[config.mk]
export PLATFORM = sky130hd
export DESIGN_NAME = load_store_unit
export DESIGN_NICKNAME = d
export VERILOG_FILES = /design/src/rtl/load_store_unit.sv
export SDC_FILE = /design/constraint.sdc
export NUM_CORES = 1
export LEC_CHECK = 0
export ABC_AREA = 1
export CORE_MARGIN = 4
export CORE_UTILIZATION = 44
export CTS_CLUSTER_DIAMETER = 50
export CTS_CLUSTER_SIZE = 16
export DETAILED_ROUTE_END_ITERATION = 10
export GPL_TIMING_DRIVEN = 0
export PLACE_DENSITY = 0.84
export SKIP_CTS_REPAIR_TIMING = 1
export SLEW_MARGIN = 20
export SYNTH_ARGS = -nofsm -noshare
export SYNTH_HDL_FRONTEND = slang
export SYNTH_SLANG_ARGS = --single-unit
[constraint.sdc]
create_clock -name clk -period 6.5 [get_ports clk]
set_input_delay 1.3 -clock clk [delete_from_list [all_inputs] [get_ports clk]]
set_output_delay 1.3 -clock clk [all_outputs]
set_load 0.01 [all_outputs]
[src/rtl/load_store_unit.sv]
// load_store_unit: byte/half/word load-store FSM in front of a word-indexed data memory (sub-word accesses enabled by LSU_SUBWORD_EN)
module load_store_unit #(
   parameter int AWIDTH  = 32,
   parameter int ALENGTH = 128
) (
   input  logic              clk,
   input  logic              rst,
   input  logic              req_valid,
   output logic              req_ready,
   input  logic              req_we,
   input  logic [1:0]        req_size,
   input  logic              req_uns,
   input  logic [AWIDTH-1:0] req_addr,
   input  logic [AWIDTH-1:0] req_wdata,
   output logic              resp_valid,
   input  logic              resp_ready,
   output logic [AWIDTH-1:0] resp_rdata,
   output logic              resp_err,
   output logic              mem_we,
   output logic [AWIDTH-1:0] mem_addr,
   output logic [AWIDTH-1:0] mem_wdata,
   input  logic [AWIDTH-1:0] mem_rdata
);
   localparam logic [2:0] IDLE = 3'd0;
   localparam logic [2:0] RD   = 3'd1;
   localparam logic [2:0] WR   = 3'd3;
   localparam logic [2:0] RESP = 3'd4;
   localparam logic [AWIDTH-3:0] LEN = (AWIDTH-2)'(ALENGTH);
   logic [2:0]        state_q, state_d;
   logic              we_q, we_d, err_q, err_d;
   logic [AWIDTH-3:0] idx_q, idx_d;
   logic [AWIDTH-1:0] wdata_q, wdata_d, rdata_q, rdata_d;
   logic [AWIDTH-1:0] ld_data;
   logic              size_bad, req_err;
`ifdef LSU_SUBWORD_EN
   localparam logic [2:0] RMW = 3'd2;
   logic [1:0]        size_q, size_d, off_q, off_d;
   logic              uns_q, uns_d;
   logic [4:0]        sh;
   logic [AWIDTH-1:0] lane, mask, merged;
   // lane alignment for sub-word loads and the read-modify-write merge
   always_comb begin
      sh      = {off_q, 3'b000};
      lane    = mem_rdata >> sh;
      mask    = size_q[0] ? (AWIDTH'(16'hFFFF) << sh) : (AWIDTH'(8'hFF) << sh);
      merged  = (mem_rdata & ~mask) | ((wdata_q << sh) & mask);
      ld_data = (size_q == 2'b00) ? {{(AWIDTH-8){~uns_q & lane[7]}}, lane[7:0]} :
                (size_q == 2'b01) ? {{(AWIDTH-16){~uns_q & lane[15]}}, lane[15:0]} : mem_rdata;
      size_bad = (req_size == 2'b11) || (req_size == 2'b01 && req_addr[0]) ||
                 (req_size == 2'b10 && req_addr[1:0] != 2'b00);
   end
`else
   logic unused_uns;
   assign unused_uns = req_uns;
   // only aligned word accesses are legal in this build
   always_comb begin
      ld_data  = mem_rdata;
      size_bad = (req_size != 2'b10) || (req_addr[1:0] != 2'b00);
   end
`endif
   assign req_err    = size_bad || (req_addr[AWIDTH-1:2] >= LEN) || (req_we && req_addr[AWIDTH-1:2] == '0);
   assign req_ready  = (state_q == IDLE);
   assign resp_valid = (state_q == RESP);
   assign resp_rdata = rdata_q;
   assign resp_err   = err_q;
   assign mem_we     = (state_q == WR);
   assign mem_wdata  = mem_we ? wdata_q : '0;
   assign mem_addr   = {2'b00, idx_q};
   // next state: latch request on acceptance, sequence memory phases, hold response until taken
   always_comb begin
      state_d = state_q;
      we_d    = we_q;
      err_d   = err_q;
      idx_d   = idx_q;
      wdata_d = wdata_q;
      rdata_d = rdata_q;
`ifdef LSU_SUBWORD_EN
      size_d  = size_q;
      off_d   = off_q;
      uns_d   = uns_q;
`endif
      case (state_q)
         IDLE: if (req_valid) begin
            we_d    = req_we;
            err_d   = req_err;
            idx_d   = req_addr[AWIDTH-1:2];
            wdata_d = req_wdata;
            rdata_d = '0;
`ifdef LSU_SUBWORD_EN
            size_d  = req_size;
            off_d   = req_addr[1:0];
            uns_d   = req_uns;
            state_d = req_err ? RESP : !req_we ? RD : (req_size == 2'b10) ? WR : RMW;
`else
            state_d = req_err ? RESP : req_we ? WR : RD;
`endif
         end
         RD: begin
            rdata_d = ld_data;
            state_d = RESP;
         end
`ifdef LSU_SUBWORD_EN
         RMW: begin
            wdata_d = merged;
            state_d = WR;
         end
`endif
         WR:      state_d = RESP;
         RESP:    state_d = resp_ready ? IDLE : RESP;
         default: state_d = IDLE;
      endcase
   end
   // state registers with asynchronous abort to idle
   always_ff @(posedge clk or posedge rst) begin
      if (rst) begin
         state_q <= IDLE;
         we_q    <= 1'b0;
         err_q   <= 1'b0;
         idx_q   <= '0;
         wdata_q <= '0;
         rdata_q <= '0;
`ifdef LSU_SUBWORD_EN
         size_q  <= 2'b00;
         off_q   <= 2'b00;
         uns_q   <= 1'b0;
`endif
      end else begin
         state_q <= state_d;
         we_q    <= we_d;
         err_q   <= err_d;
         idx_q   <= idx_d;
         wdata_q <= wdata_d;
         rdata_q <= rdata_d;
`ifdef LSU_SUBWORD_EN
         size_q  <= size_d;
         off_q   <= off_d;
         uns_q   <= uns_d;
`endif
      end
   end
   logic unused_we;
   assign unused_we = we_q;
endmodule

=== After elaboration in Yosys (flattened, before gate mapping) ===
Index checks and enable logic that the tools add are counted.
W data, S select, Z words.

* Flip-flop bits (word level): 98
* Output and inout bits: 100

* Order comparisons: 1
* Equal/unequal tests: 5
* Mux-type cells: 8
* Reduce and logical (&&, ||, !) cells: 11

{| class="wikitable"
|+ Operators with widths
! cell !! count
|-
| $mux W32 || 2
|-
| $pmux W32 S2 || 1
|-
| $ge A30 B8 Y1 const B || 1
|-
| $logic_not A30 Y1 || 1
|-
| $mux W3 || 3
|-
| $pmux W3 S3 || 1
|-
| $ne A2 B2 Y1 const B || 2
|-
| $reduce_and A2 Y1 || 2
|-
| $reduce_bool A2 Y1 || 2
|-
| $eq A3 B1 Y1 const B || 1
|-
| $eq A3 B2 Y1 const B || 1
|-
| $eq A3 B3 Y1 const B || 1
|-
| $logic_not A3 Y1 || 1
|-
| $logic_or A1 B1 Y1 || 3
|-
| $mux W2 || 1
|-
| $reduce_or A2 Y1 || 1
|-
| $logic_and A1 B1 Y1 || 1
|}

=== Longest topological paths before layout ===
* Word-level depth: 7
* Gate-level depth with buffers: 8

=== Least setup slack after synthesis ===
No wires, ideal clock.

* Kind: register to output
* Start point: reg state_q[2]
* End point: out mem_wdata[10]
* Arrival: 1248 ps
* Required time: 5200 ps
* Path slack: 3952 ps
* Stages on the path, launching flop included: 7
* Buffers on the path: 1
* Cells stage by stage: dfrtp_1 inv_2 nand2_1 nor2_1 inv_1 clkbuf_1 nor2_1

* Cells in the longest elaborated chain, start to end: 2

{| class="wikitable"
|+ RTL lines
! item !! RTL line !! source
|-
| start, declared || 29 || <nowiki>logic [2:0] state_q, state_d;</nowiki>
|-
| start signal, assigned || 128 || <nowiki>state_q <= state_d;</nowiki>
|-
| $eq A3 B2 Y1 || 66 || <nowiki>assign mem_we = (state_q == WR);</nowiki>
|-
| via mem_we || 19 || <nowiki>output logic mem_we,</nowiki>
|-
| $mux W32 || 67 || <nowiki>assign mem_wdata = mem_we ? wdata_q : '0;</nowiki>
|-
| end, declared || 21 || <nowiki>output logic [AWIDTH-1:0] mem_wdata,</nowiki>
|}

The timed path passes the listed nets, and every way through them passes these cells.

=== Worst setup path in the final report ===
* Start point: reg state_q[2]
* End point: out mem_wdata[2]

* Cells in the longest elaborated chain, start to end: 2

{| class="wikitable"
|+ RTL lines
! item !! RTL line
|-
| $eq A3 B2 Y1 || 66
|-
| $mux W32 || 67
|}

Every way passes these cells.

==> out/metrics.cfg <==
[grt]
grt_use_total_pct = 21.5
grt_pass1_wl_um = 19300
first_global_vias = 3989
grt_max_degree = 52
grt_remaining_overflow = 0
antenna_found_initial = 0

[synth]
synth-compound-area-share_pct = 11.1
synth_xor_area_share_pct = 0
synth_edf_count = 0
synth_cell_type_count = 22
synth_top_family_by_area = simple AND/OR/NAND/NOR gates
synth-simple-area-share_pct = 17.9
yosysSeqAreaShare_pct = 58.1
yosys.area_share.adder_pct = 0
synthMuxAreaShare_pct = 0
syn_inst = 499
yosys_warnings = 0
ys_seq_elements = 98
syn_area_um2 = 4220
synth_flop_cell = dfrtp_1
async_reset_ff_share_pct = 100
syn_avg_cell_area_um2 = 8.46

[power_and_ir_drop]
power_density_nw_per_um2 = 310
peakVddDrop_uv = 127
leakagePower_nw = 3.14

[cts]
numCtsBuffers = 9
tritoncts = built
clockBufferDepth = 2
cts_root_buf = clkbuf_8
clk_pin_slew_ns = 0.08
cts.htree.levels = 3
clock-sinks = 98
insertion_delay_ns = 0.35

[layout]
nets = 816
finish.utilization_pct = 71.6
final_cell_count_no_fill = 843
final_layout_size_suffix_gt1_share_pct = 5.60
final_cell_mix = clkdlybuf4s50_1 (200), dfrtp_1 (98), inv_1 (96)
diodes = 0
final_common_cell = clkdlybuf4s50_1
area_growth_pct = 57.5
filler_cell_count = 732

[floorplan]
dieArea_um2 = 11200
die_h_um = 106
io_pins = 204
die_w_um = 106
core-area_um2 = 9280
start_util_pct = 45.5
rows = 35

[setup_path]
path_cells = inv_2 -> nand2_1 -> nor2_1 -> inv_1 -> clkbuf_1 -> nor2_1 -> clkdlybuf4s50_1
cp_max_fo = 10
crit_type = register to output port
slowest_stage = clkdlybuf4s50_1
slowest_delay_ns = 0.59
crit_top_cell = nor2_1
crit_arrival_ns = 2.21
critPathLaunchType = register
crit_required_ns = 5.20
end_kind = output port

[place]
dp.cells = 830
place.gp.congestion = 0.804
dp_slack_ns = 3.36
port_buffers = 200
dp_hpwl_um = 9470

[drt]
wl_per_cell_um = 14.3
drtAntennaViolNets = 0
firstDrtPassIters = 4
drt-initial-drc-count = 130
drc = 0
viasPerCell = 4.65
vias = 3920
wirelength_um = 12000

[sta]
rsz0062_at_grt = false
clock-skew-final_ns = 0.0101
setup_slack_ns = 2.99
fin_crit_sh_pct = 54.1
fmax_mhz = 285
slew_violations = 0
tns_ns = 0
finalHoldViolCount = 0
fin_crit_ns = 3.51
setup_viol = 0

[hold_path]
hold_path_class = register to register

[outcome]
outcome = complete, no violations

[run]
maxCapViolations = 0

[cell families (layout without fill, tap and decap cells)]
kind of cell           count (synthesis)  after routing
buffers and inverters                126            340
AND/OR/NAND/NOR                      183            183
flip-flops                            98             98
AO/OA/AOI/OAI                         91             91
other                                  1              2
[through the flow]
step	instance area, um^2	power (mW)	hold WS (ns)
finish	6650	2.06	0.491
global route	6650	2.19	0.518
CTS	6650	2.08	0.490
detailed placement	6420	1.62	0.469
global placement	6390	1.59	0.466
floorplan	4230	1.24	0.505
[synthesized netlist by cell type, types with 3 or more instances]
cell type | n | share of area [%]
dfrtp_1 | 98 | 58
inv_1 | 97 | 8.6
nand2_1 | 92 | 8.2
o21ai_0 | 59 | 7.0
nor2_1 | 49 | 4.4
nand3_1 | 37 | 4.4
o21ai_1 | 27 | 3.2
clkbuf_1 | 10 | 0.89
buf_2 | 7 | 0.83
buf_4 | 5 | 0.89
buf_6 | 5 | 1.3
o21ai_2 | 3 | 0.62
[power by group]
part           switching [mW]  internal, mW  total [mW]  leakage [nW]
clock                   0.195         0.260       0.456         0.114
sequential             0.0861         0.806       0.892          1.26
combinational           0.356         0.355       0.711          1.77
total                   0.638          1.42        2.06          3.14
[per-layer routing]
metal | global-route usage (%) | routed length, um
met2 | 37.1 | 5920
met1 | 25.3 | 4830
met3 | 7.04 | 1060
met4 | 7.12 | 227
met5 | 0 | 0
[state kept, by name, summed over array words and instances, names as in the netlist]
| register | count |
|---|---|
| resp_err | 1 |
| wdata_q | 32 |
| idx_q | 30 |
| state_q | 3 |
| resp_rdata | 32 |
[worst paths after layout]
kind	slack, ns	to	startpoint	cells past startpoint
min in group asynchronous	1.36	resp_rdata[12]	rst	2
hold reg to reg	0.49	idx_q[29]	idx_q[29]	2
hold / removal	0.49	idx_q[29]	idx_q[29]	2
setup reg to reg	4.92	wdata_q[0]	state_q[0]	6
setup / recovery	2.99	mem_wdata[2]	state_q[2]	7
max in group asynchronous	4.56	wdata_q[28]	rst	3
[area by class of cell]
type / count / area, um^2 / area share, %
sequential: 98 / 2450 / 36.9
timing repair buffer: 201 / 2030 / 30.5
buffer: 27 / 166 / 2.50
clock inverter: 3 / 90.1 / 1.35
clock buffer: 10 / 138 / 2.07
tap: 129 / 161 / 2.43
inverter: 99 / 378 / 5.68
multi-input combinational: 276 / 1230 / 18.6
[worst max-delay path: cells and delay by family, from the launching register on]
kind / cells / cell delay (ns)
and+or+nand+nor: 3 / 0.37
buffers and inverters: 4 / 1.05
DFF: 1 / 0.44
No activity file was read; power rests on OpenSTA's default activity.
